[config.mk]
export PLATFORM = sky130hd
export DESIGN_NAME = fcvt_w_pipe
export DESIGN_NICKNAME = d
export VERILOG_FILES = /design/src/rtl/fcvt_w_pipe.sv
export SDC_FILE = /design/constraint.sdc
export NUM_CORES = 1
export LEC_CHECK = 0
export BUFFER_PORTS_ARGS = -buffer_cell sky130_fd_sc_hd__buf_4
export CORE_MARGIN = 1
export CORE_UTILIZATION = 50
export DETAILED_ROUTE_END_ITERATION = 6
export PLACE_DENSITY_LB_ADDON = 0.25
export SKIP_CTS_REPAIR_TIMING = 1
export SLEW_MARGIN = 5
export SYNTH_ARGS = -nofsm -noshare
export SYNTH_HDL_FRONTEND = slang
export SYNTH_SLANG_ARGS = --single-unit
[constraint.sdc]
create_clock -name clk -period 6.8 [get_ports clk]
set_input_delay 0.68 -clock clk [delete_from_list [all_inputs] [get_ports clk]]
set_output_delay 0.68 -clock clk [all_outputs]
set_load 0.05 [all_outputs]
[src/rtl/fcvt_w_pipe.sv]
// fcvt_w_pipe: two-register pipelined FCVT.W.S / FCVT.WU.S stage.
// S1 holds the accepted operand. The float-to-integer conversion is
// combinational between S1 and S2. S2 drives the writeback outputs.
module fcvt_w_pipe #(
    parameter int TAG_W = 5
) (
    input  logic             clk,
    input  logic             rst_n,
    input  logic             in_valid,
    output logic             in_ready,
    input  logic [31:0]      in_op,
    input  logic [2:0]       in_rm,
    input  logic [2:0]       in_frm,
    input  logic             in_unsigned,
    input  logic [TAG_W-1:0] in_tag,
    input  logic             flush,
    output logic             out_valid,
    input  logic             out_ready,
    output logic [31:0]      out_result,
    output logic [4:0]       out_fflags,
    output logic             out_illegal,
    output logic [TAG_W-1:0] out_tag
);

    localparam logic [2:0] RM_RNE = 3'b000;
    localparam logic [2:0] RM_RTZ = 3'b001;
    localparam logic [2:0] RM_RDN = 3'b010;
    localparam logic [2:0] RM_RUP = 3'b011;
    localparam logic [2:0] RM_RMM = 3'b100;
    localparam logic [2:0] RM_DYN = 3'b111;

    logic             s1_valid;
    logic             s2_valid;
    logic [31:0]      s1_op;
    logic [2:0]       s1_rm;
    logic             s1_uns;
    logic [TAG_W-1:0] s1_tag;

    logic             s2_free;
    logic             s1_move;
    logic             accept;
    logic [2:0]       in_eff_rm;

    assign s2_free   = !s2_valid || out_ready;
    assign s1_move   = s1_valid && s2_free;
    assign in_ready  = !s1_valid || s2_free;
    assign accept    = in_valid && in_ready;
    assign out_valid = s2_valid;
    assign in_eff_rm = (in_rm == RM_DYN) ? in_frm : in_rm;

    // Operand fields of the op sitting in S1
    logic        op_sign;
    logic [7:0]  op_exp;
    logic [22:0] op_man;

    assign op_sign = s1_op[31];
    assign op_exp  = s1_op[30:23];
    assign op_man  = s1_op[22:0];

    // Shift amount for 0 <= E <= 31: (exp - 127) mod 32 equals exp[4:0] + 1
    logic [4:0] e_sh;
    assign e_sh = op_exp[4:0] + 5'd1;

    // Magnitude core: rounding mode folded onto the sign-stripped operand
    logic [2:0]  core_rm;
    logic [54:0] shifted;
    logic [31:0] int_part;
    logic [22:0] frac;
    logic        guard;
    logic        sticky;
    logic        round_up;
    logic [31:0] core_mag;

    // Map the resolved rounding mode onto magnitude rounding and round the integer part
    always_comb begin
        core_rm = RM_RTZ;
        case (s1_rm)
            RM_RNE:  core_rm = RM_RNE;
            RM_RTZ:  core_rm = RM_RTZ;
            RM_RDN:  core_rm = op_sign ? RM_RUP : RM_RTZ;
            RM_RUP:  core_rm = op_sign ? RM_RTZ : RM_RUP;
            RM_RMM:  core_rm = RM_RMM;
            default: core_rm = RM_RTZ;
        endcase

        shifted  = {31'd0, 1'b1, op_man} << e_sh;
        int_part = shifted[54:23];
        frac     = shifted[22:0];
        guard    = frac[22];
        sticky   = |frac[21:0];

        round_up = 1'b0;
        case (core_rm)
            RM_RNE:  round_up = guard && (sticky || int_part[0]);
            RM_RUP:  round_up = guard || sticky;
            RM_RMM:  round_up = guard;
            default: round_up = 1'b0;
        endcase

        core_mag = int_part + {31'd0, round_up};
    end

    // Special-case classification and final result selection
    logic        is_illegal;
    logic        is_nan;
    logic        is_zero;
    logic        is_small;
    logic        is_big;
    logic        is_e31;
    logic        small_up;
    logic [31:0] mag;
    logic        mag_inexact;
    logic [31:0] conv_result;
    logic [4:0]  conv_fflags;
    logic        conv_illegal;
    logic        nv;
    logic        nx;

    // Apply sign, saturation, unsigned-negative and exception-flag rules
    always_comb begin
        is_illegal = (s1_rm == 3'b101) || (s1_rm == 3'b110) || (s1_rm == 3'b111);
        is_nan     = (op_exp == 8'hFF) && (op_man != 23'd0);
        is_zero    = (op_exp == 8'd0) && (op_man == 23'd0);
        is_small   = op_exp < 8'd127;
        is_big     = op_exp >= 8'd159;
        is_e31     = op_exp == 8'd158;

        small_up = 1'b0;
        if (op_exp == 8'd0) begin
            small_up = (core_rm == RM_RUP);
        end else if (op_exp == 8'd126) begin
            case (core_rm)
                RM_RNE:  small_up = (op_man != 23'd0);
                RM_RMM:  small_up = 1'b1;
                RM_RUP:  small_up = 1'b1;
                default: small_up = 1'b0;
            endcase
        end else begin
            small_up = (core_rm == RM_RUP);
        end

        mag         = is_small ? {31'd0, small_up} : core_mag;
        mag_inexact = is_small ? 1'b1 : (|frac);

        conv_result  = 32'd0;
        conv_illegal = 1'b0;
        nv           = 1'b0;
        nx           = 1'b0;

        if (is_illegal) begin
            conv_illegal = 1'b1;
        end else if (is_nan) begin
            conv_result = s1_uns ? 32'hFFFF_FFFF : 32'h7FFF_FFFF;
            nv          = 1'b1;
        end else if (is_zero) begin
            conv_result = 32'd0;
        end else if (!s1_uns) begin
            if (!op_sign) begin
                if (op_exp >= 8'd158) begin
                    conv_result = 32'h7FFF_FFFF;
                    nv          = 1'b1;
                end else begin
                    conv_result = mag;
                    nx          = mag_inexact;
                end
            end else begin
                if (is_big || (is_e31 && (op_man != 23'd0))) begin
                    conv_result = 32'h8000_0000;
                    nv          = 1'b1;
                end else begin
                    conv_result = 32'd0 - mag;
                    nx          = mag_inexact;
                end
            end
        end else begin
            if (op_sign) begin
                if (is_big || (mag != 32'd0)) begin
                    nv = 1'b1;
                end else begin
                    nx = mag_inexact;
                end
            end else begin
                if (is_big) begin
                    conv_result = 32'hFFFF_FFFF;
                    nv          = 1'b1;
                end else begin
                    conv_result = mag;
                    nx          = mag_inexact;
                end
            end
        end

        conv_fflags = {nv, 3'b000, nx};
    end

    // Valid bits and the S2 result register; flush overrides accept and advance
    always_ff @(posedge clk) begin
        if (!rst_n) begin
            s1_valid    <= 1'b0;
            s2_valid    <= 1'b0;
            out_result  <= 32'd0;
            out_fflags  <= 5'd0;
            out_illegal <= 1'b0;
            out_tag     <= '0;
        end else if (flush) begin
            s1_valid <= 1'b0;
            s2_valid <= 1'b0;
        end else begin
            if (s1_move) begin
                s2_valid    <= 1'b1;
                out_result  <= conv_result;
                out_fflags  <= conv_fflags;
                out_illegal <= conv_illegal;
                out_tag     <= s1_tag;
            end else if (s2_free) begin
                s2_valid <= 1'b0;
            end

            if (accept) begin
                s1_valid <= 1'b1;
            end else if (s2_free) begin
                s1_valid <= 1'b0;
            end
        end
    end

    // S1 operand capture; contents only meaningful while s1_valid is set
    always_ff @(posedge clk) begin
        if (accept) begin
            s1_op  <= in_op;
            s1_rm  <= in_eff_rm;
            s1_uns <= in_unsigned;
            s1_tag <= in_tag;
        end
    end

endmodule

==> results.py, run 1 <==
metrics = {
    "status": {
        "status": "complete, but fails checks",
        "failed_checks": "DRC",
    },
    "floorplan": {
        "core_area_um2": 14600,
        "dieHeight_um": 125,
        "top_level_ports": 94,
        "num_rows": 44,
        "dieArea_um2": 15600,
        "dieWidth_um": 125,
        "start_util": 0.517,
    },
    "worst_setup_path": {
        "end_kind": "flip-flop",
        "cp_max_fo": 17,
        "worstPathRequired_ns": 7.04,
        "crit_arrival_ns": 6.56,
        "critPathLaunchType": "flip-flop",
        "crit_type": "reg2reg",
    },
    "layout": {
        "final_common_cell": "buf_4",
        "syn_to_final_growth_pct": 13.8,
        "drive_gt1_frac": 0.208,
        "nets": 1019,
        "final_cell_mix": "buf_4 (114), nand2_1 (106), a21oi_1 (84)",
        "n_antenna_cell": 0,
    },
    "yosys": {
        "synthMuxAreaShare": 0.151,
        "syn-cell-area_um2": 7570,
        "synth-async-reset-ratio": 0,
        "yosys-top-cells-area": "edfxtp_1 (16%), dfxtp_1 (11%), mux2i_1 (5.7%), a21oi_1 (5.6%), nand2_1 (5.3%)",
        "yosysSeqAreaShare": 0.274,
        "synth-edff-count": 41,
        "synth_top_area_cell": "edfxtp_1",
        "synth_top_area_share": 0.163,
        "ys.warnings.count": 0,
        "synthAdderAreaFrac": 0.0116,
        "yosys.area_share.simple": 0.243,
        "yosys.cell_types.count": 95,
        "synthXorXnorAreaFrac": 0.0294,
        "synth_top_family_by_area": "simple AND/OR/NAND/NOR gates",
        "synth_compound_area_frac": 0.241,
        "synthFlopType": "dfxtp_1",
        "synth_cells": 895,
        "avgSynthCellArea_um2": 8.46,
        "synth_seq_cells": 83,
    },
    "route": {
        "antenna_left": 0,
        "vias": 7716,
        "wire_per_inst_um": 20.3,
        "firstDrtPassIters": 7,
        "wl_mm": 23.4,
        "viasPerCell": 6.70,
        "first_iter_violations": 921,
        "drc": 2,
    },
    "clock_network": {
        "insertion_delay_ns": 0.34,
        "cts_buffers": 9,
        "clk_pin_slew_worst_paths_ns": 0.07,
        "root_buffer": "clkbuf_16",
        "tritoncts": "done",
        "clock_sinks": 83,
        "cts_buffer_depth": 2,
        "cts_max_level": 3,
    },
    "timing": {
        "worstMarginPinSlew_ns": 1.08,
        "period_minus_slack_ns": 6.33,
        "rsz0062_at_grt": "no",
        "setup_viol": 0,
        "slew_viol_final": 0,
        "setup_ws_ns": 0.473,
        "relSlewSlack": 0.271,
        "setup-tns-final_ns": 0,
        "hold_viol_final": 0,
        "min_period_over_period": 0.931,
        "skew_ns": 0.00827,
        "fmax_mhz": 158,
    },
    "power_and_ir_drop": {
        "peakVddDrop_mv": 0.181,
        "p_leak_nw": 3.32,
        "power_density_nw_per_um2": 192,
        "totalPowerFinal_mw": 1.66,
    },
    "grt": {
        "grt_usage": 0.299,
        "antenna_found_initial": 0,
        "grt_pass1_wl_mm": 37.1,
        "grt_pass1_vias": 7027,
        "grt_max_degree": 45,
        "grt_overflow": 0,
    },
    "place": {
        "hpwl_mm": 17.8,
        "dp_slack_ns": 0.620,
        "gp_congestion": 1.04,
        "portBuffers": 90,
    },
    "job": {
        "drv_cap": 0,
    },
    "hold_path": {
        "hold_class": "reg2reg",
    },
}
[stage by stage]
| step | hold slack [ns] | area [um2] | utilization | std cells |
|---|---|---|---|---|
| floorplan | 0.471 | 7580 | - | 897 |
| global placement | 0.445 | 8330 | 0.569 | 1136 |
| detailed placement | 0.450 | 8330 | 0.569 | 1136 |
| CTS | 0.460 | 8610 | 0.588 | 1152 |
| global route | 0.483 | 8610 | 0.588 | 1152 |
| finish | 0.455 | 8610 | 0.588 | 1152 |
[logic make-up (layout without fill, tap and decap cells)]
family                   Yosys count  after routing
XOR/XNOR                          22             22
AO/OA/AOI/OAI                    272            272
buffers and inverters             69            140
other                              1              3
adder cells (fa/ha/maj)            7              7
flip-flops                        83             83
multiplexers                      82             82
AND/OR/NAND/NOR                  359            359
[per-layer routing]
| metal | share of wire | global-route usage | wire length (um) |
|---|---|---|---|
| met1 | 0.43 | 0.404 | 9980 |
| met2 | 0.45 | 0.465 | 10600 |
| met3 | 0.093 | 0.0629 | 2170 |
| met4 | 0.030 | 0.121 | 697 |
| met5 | 0 | 0 | 0 |
[sequential cells by signal, summed over array words and instances (netlist names), 2 cells and up]
name        count
out_fflags      2
s1_tag          5
out_tag         5
out_result     32
s1_op          32
s1_rm           3
[path summary, 6_finish.rpt]
check                           startpoint        endpoint  slack (ns)  depth (start not counted)
worst max register to register   s1_op[24]  out_result[30]        0.47                         22
worst min register to register  out_tag[2]      out_tag[2]        0.45                          2
worst max-delay path             s1_op[24]  out_result[30]        0.47                         22
worst min-delay path            out_tag[2]      out_tag[2]        0.45                          2
[final cells by class]
class,instances,area (um2)
clock inverters,7,60.1
multi-input cells,745,5130
clock buffers,9,225
inverters,10,37.5
repair buffers,114,856
well taps,184,230
fillers,1310,6030
flip-flops and latches,83,2070
[critical path, cell delays in order, from the launching register on]
cell and delay (ns):
edfxtp_1 0.51, inv_1 0.08, ha_1 0.68, buf_4 0.27, mux4_1 0.27, mux2i_1 0.10, mux2i_1 0.45, nor2_1 0.08
nand3_1 0.09, nor4_1 0.05, o21ai_0 0.27, a21oi_1 0.07, nor2_1 0.19, ha_1 0.29, o211a_2 0.29, nand2_2 0.15
nor4_1 0.52, mux2i_2 0.49, and3_1 0.24, o21ai_0 0.18, nor3_1 0.49, o221ai_1 0.20, a41o_1 0.24
[synthesized netlist by cell type, types with 13 or more instances]
library cell,instances
a31oi_1,15
nand3_1,47
mux2_2,15
nor4_1,14
and2_1,13
mux4_2,17
nor3_1,24
edfxtp_1,41
nand4_1,16
nand2_1,106
a211oi_1,16
clkbuf_1,31
nor2_1,73
dfxtp_1,42
o21ai_0,45
mux2i_1,43
a21oi_1,84
[power breakdown]
group	total (mW)	leakage (nW)	switching [mW]	internal, mW
sequential	0.572	0.741	0.0251	0.547
combinational	0.612	2.44	0.384	0.228
clock	0.471	0.136	0.217	0.254
total	1.66	3.32	0.626	1.03
Note: power is estimated with default switching activity, not from simulation.
==> inputs of run 2 (changes only) <==
--- a/config.mk
+++ b/config.mk
@@ -5,7 +5,8 @@
 export SDC_FILE = /design/constraint.sdc
 export NUM_CORES = 1
 export LEC_CHECK = 0
-export BUFFER_PORTS_ARGS = -buffer_cell sky130_fd_sc_hd__buf_4
+export BUFFER_PORTS_ARGS = -buffer_cell sky130_fd_sc_hd__buf_2
+export CAP_MARGIN = 10
 export CORE_MARGIN = 1
 export CORE_UTILIZATION = 50
 export DETAILED_ROUTE_END_ITERATION = 6
==> constraint.sdc (replaced) <==
create_clock -name clk -period 6.8 [get_ports clk]
set_input_delay 0.68 -clock clk [delete_from_list [all_inputs] [get_ports clk]]
set_output_delay 0.68 -clock clk [all_outputs]
set_load 0.1 [all_outputs]
==> run 2 against run 1 <==
The run still ends with DRC left. Non-clock buffer count decreased by 3. First-iteration DRC count up 29%. Core utilization shrank 1.3 points. Critical path type unchanged. Sequential share of layout area is 0.52 points higher. Clock skew increased by 0.0022 ns. Global-route usage up 0.62 points. Critical path depth down 1. Final cell count is 0.26% lower. Largest power group unchanged.
==> results.py, run 2 (synthesis results as in run 1) <==
metrics = {
    "status": {
        "status": "complete, but fails checks",
        "failed_checks": "DRC",
    },
    "place": {
        "hpwl_mm": 18.0,
        "gp_congestion": 1.01,
        "portBuffers": 90,
        "dp_slack_ns": 0.602,
    },
    "grt": {
        "grt_pass1_wl_mm": 37.8,
        "grt_overflow": 0,
        "grt_usage": 0.305,
        "grt_max_degree": 45,
        "grt_pass1_vias": 7034,
        "antenna_found_initial": 0,
    },
    "clock_network": {
        "clk_pin_slew_worst_paths_ns": 0.07,
        "root_buffer": "clkbuf_16",
        "cts_buffers": 9,
        "insertion_delay_ns": 0.34,
        "cts_max_level": 3,
        "tritoncts": "done",
        "clock_sinks": 83,
        "cts_buffer_depth": 2,
    },
    "timing": {
        "period_minus_slack_ns": 6.12,
        "hold_viol_final": 0,
        "relSlewSlack": 0.282,
        "fmax_mhz": 163,
        "worstMarginPinSlew_ns": 1.08,
        "slew_viol_final": 0,
        "setup_viol": 0,
        "skew_ns": 0.0105,
        "rsz0062_at_grt": "no",
        "setup-tns-final_ns": 0,
        "setup_ws_ns": 0.683,
        "min_period_over_period": 0.900,
    },
    "worst_setup_path": {
        "reg2reg_to": "out_result[20]",
        "reg2reg_from": "s1_op[23]",
        "critPathLaunchType": "flip-flop",
        "startpoint": "s1_op[23]",
        "rrSetupSlack_ns": 0.68,
        "r2r_cells": 21,
        "crit_type": "reg2reg",
        "end_kind": "flip-flop",
        "cp_max_fo": 17,
        "endpoint": "out_result[20]",
        "worstPathRequired_ns": 6.97,
        "crit_arrival_ns": 6.29,
    },
    "floorplan": {
        "core_area_um2": 14600,
        "num_rows": 44,
        "dieWidth_um": 125,
        "dieHeight_um": 125,
        "dieArea_um2": 15600,
        "start_util": 0.517,
        "top_level_ports": 94,
    },
    "power_and_ir_drop": {
        "peakVddDrop_mv": 0.286,
        "p_leak_nw": 3.29,
        "power_density_nw_per_um2": 206,
    },
    "route": {
        "wire_per_inst_um": 20.4,
        "first_iter_violations": 1184,
        "antenna_left": 0,
        "viasPerCell": 6.67,
        "wl_mm": 23.5,
        "drc": 2,
        "vias": 7663,
        "firstDrtPassIters": 7,
    },
    "job": {
        "drv_cap": 0,
    },
    "layout": {
        "nets": 1016,
        "drive_gt1_frac": 0.206,
        "final_cell_mix": "nand2_1 (106), buf_2 (90), a21oi_1 (84)",
        "syn_to_final_growth_pct": 11.4,
        "nFillCells": 1365,
        "final_common_cell": "nand2_1",
        "largestRegisters": "out_result: 32 flops, s1_op: 32 flops",
        "n_antenna_cell": 0,
    },
    "hold_path": {
        "hold_class": "reg2reg",
    },
}
run 2: cell count changes in the layout (fill, tap and decap cells not counted), sizes merged:
cell / before / now
buf: 114 / 111
bufinv: 0 / 2
clkbuf: 9 / 10
clkinv: 3 / 1
clkinvlp: 2 / 1
run 2: worst min path at each step:
stage / start / cells past startpoint / to
final: out_tag[1] / 2 / out_tag[1]
after global routing: out_tag[4] / 2 / out_tag[4]
after CTS: out_tag[1] / 2 / out_tag[1]
after detailed placement: out_tag[1] / 2 / out_tag[1]
after global placement: out_tag[0] / 2 / out_tag[0]
after floorplan: s1_tag[0] / 2 / out_tag[0]
run 2: layout make-up:
type	count	area (um2)	area share
clock buffers	10	229	0.0272
inverters	10	37.5	0.00445
repair buffers	111	624	0.0741
flip-flops and latches	83	2070	0.246
clock inverters	6	96.3	0.0114
multi-input cells	745	5140	0.610
well taps	184	230	0.0273
run 2: where the power goes:
part / switching [mW] / internal [mW] / total [mW]
Combinational: 0.411 / 0.217 / 0.628
Sequential: 0.0223 / 0.547 / 0.570
Clock: 0.212 / 0.327 / 0.539
run 2: routing by layer:
layer  vias to the layer above  GRT usage  wire (um)
li1                       3568          -          -
met1                      3580      0.431      10400
met2                       453      0.467      10400
met3                        62     0.0479       1960
met4                         0      0.121        744
met5                         -          0          0
run 2: critical path, cell delays in order, from the launching register on:
cell and delay, ns:
edfxtp_1 0.49, inv_1 0.15, ha_2 0.55, buf_12 0.20
mux4_2 0.37, mux4_2 0.53, nor4_1 0.29, nand3_1 0.10
nor4_1 0.16, o21ai_0 0.15, a21oi_1 0.16, nor2_1 0.08
ha_1 0.29, o21ai_0 0.30, ha_1 0.25, o31ai_1 0.13
a211oi_1 0.35, nor3b_4 0.41, nand3_1 0.29, or3_1 0.43
a31oi_1 0.18, o32ai_1 0.10
run 2: per-stage QoR:
stage	cells	hold slack, ns	total power, mW	util	area (um2)
after floorplan	897	0.471	1.04	-	7580
after global placement	1133	0.442	1.19	0.553	8090
after detailed placement	1133	0.452	1.19	0.553	8090
after CTS	1149	0.463	1.73	0.575	8420
after global routing	1149	0.480	1.81	0.576	8430
final	1149	0.457	1.74	0.576	8430
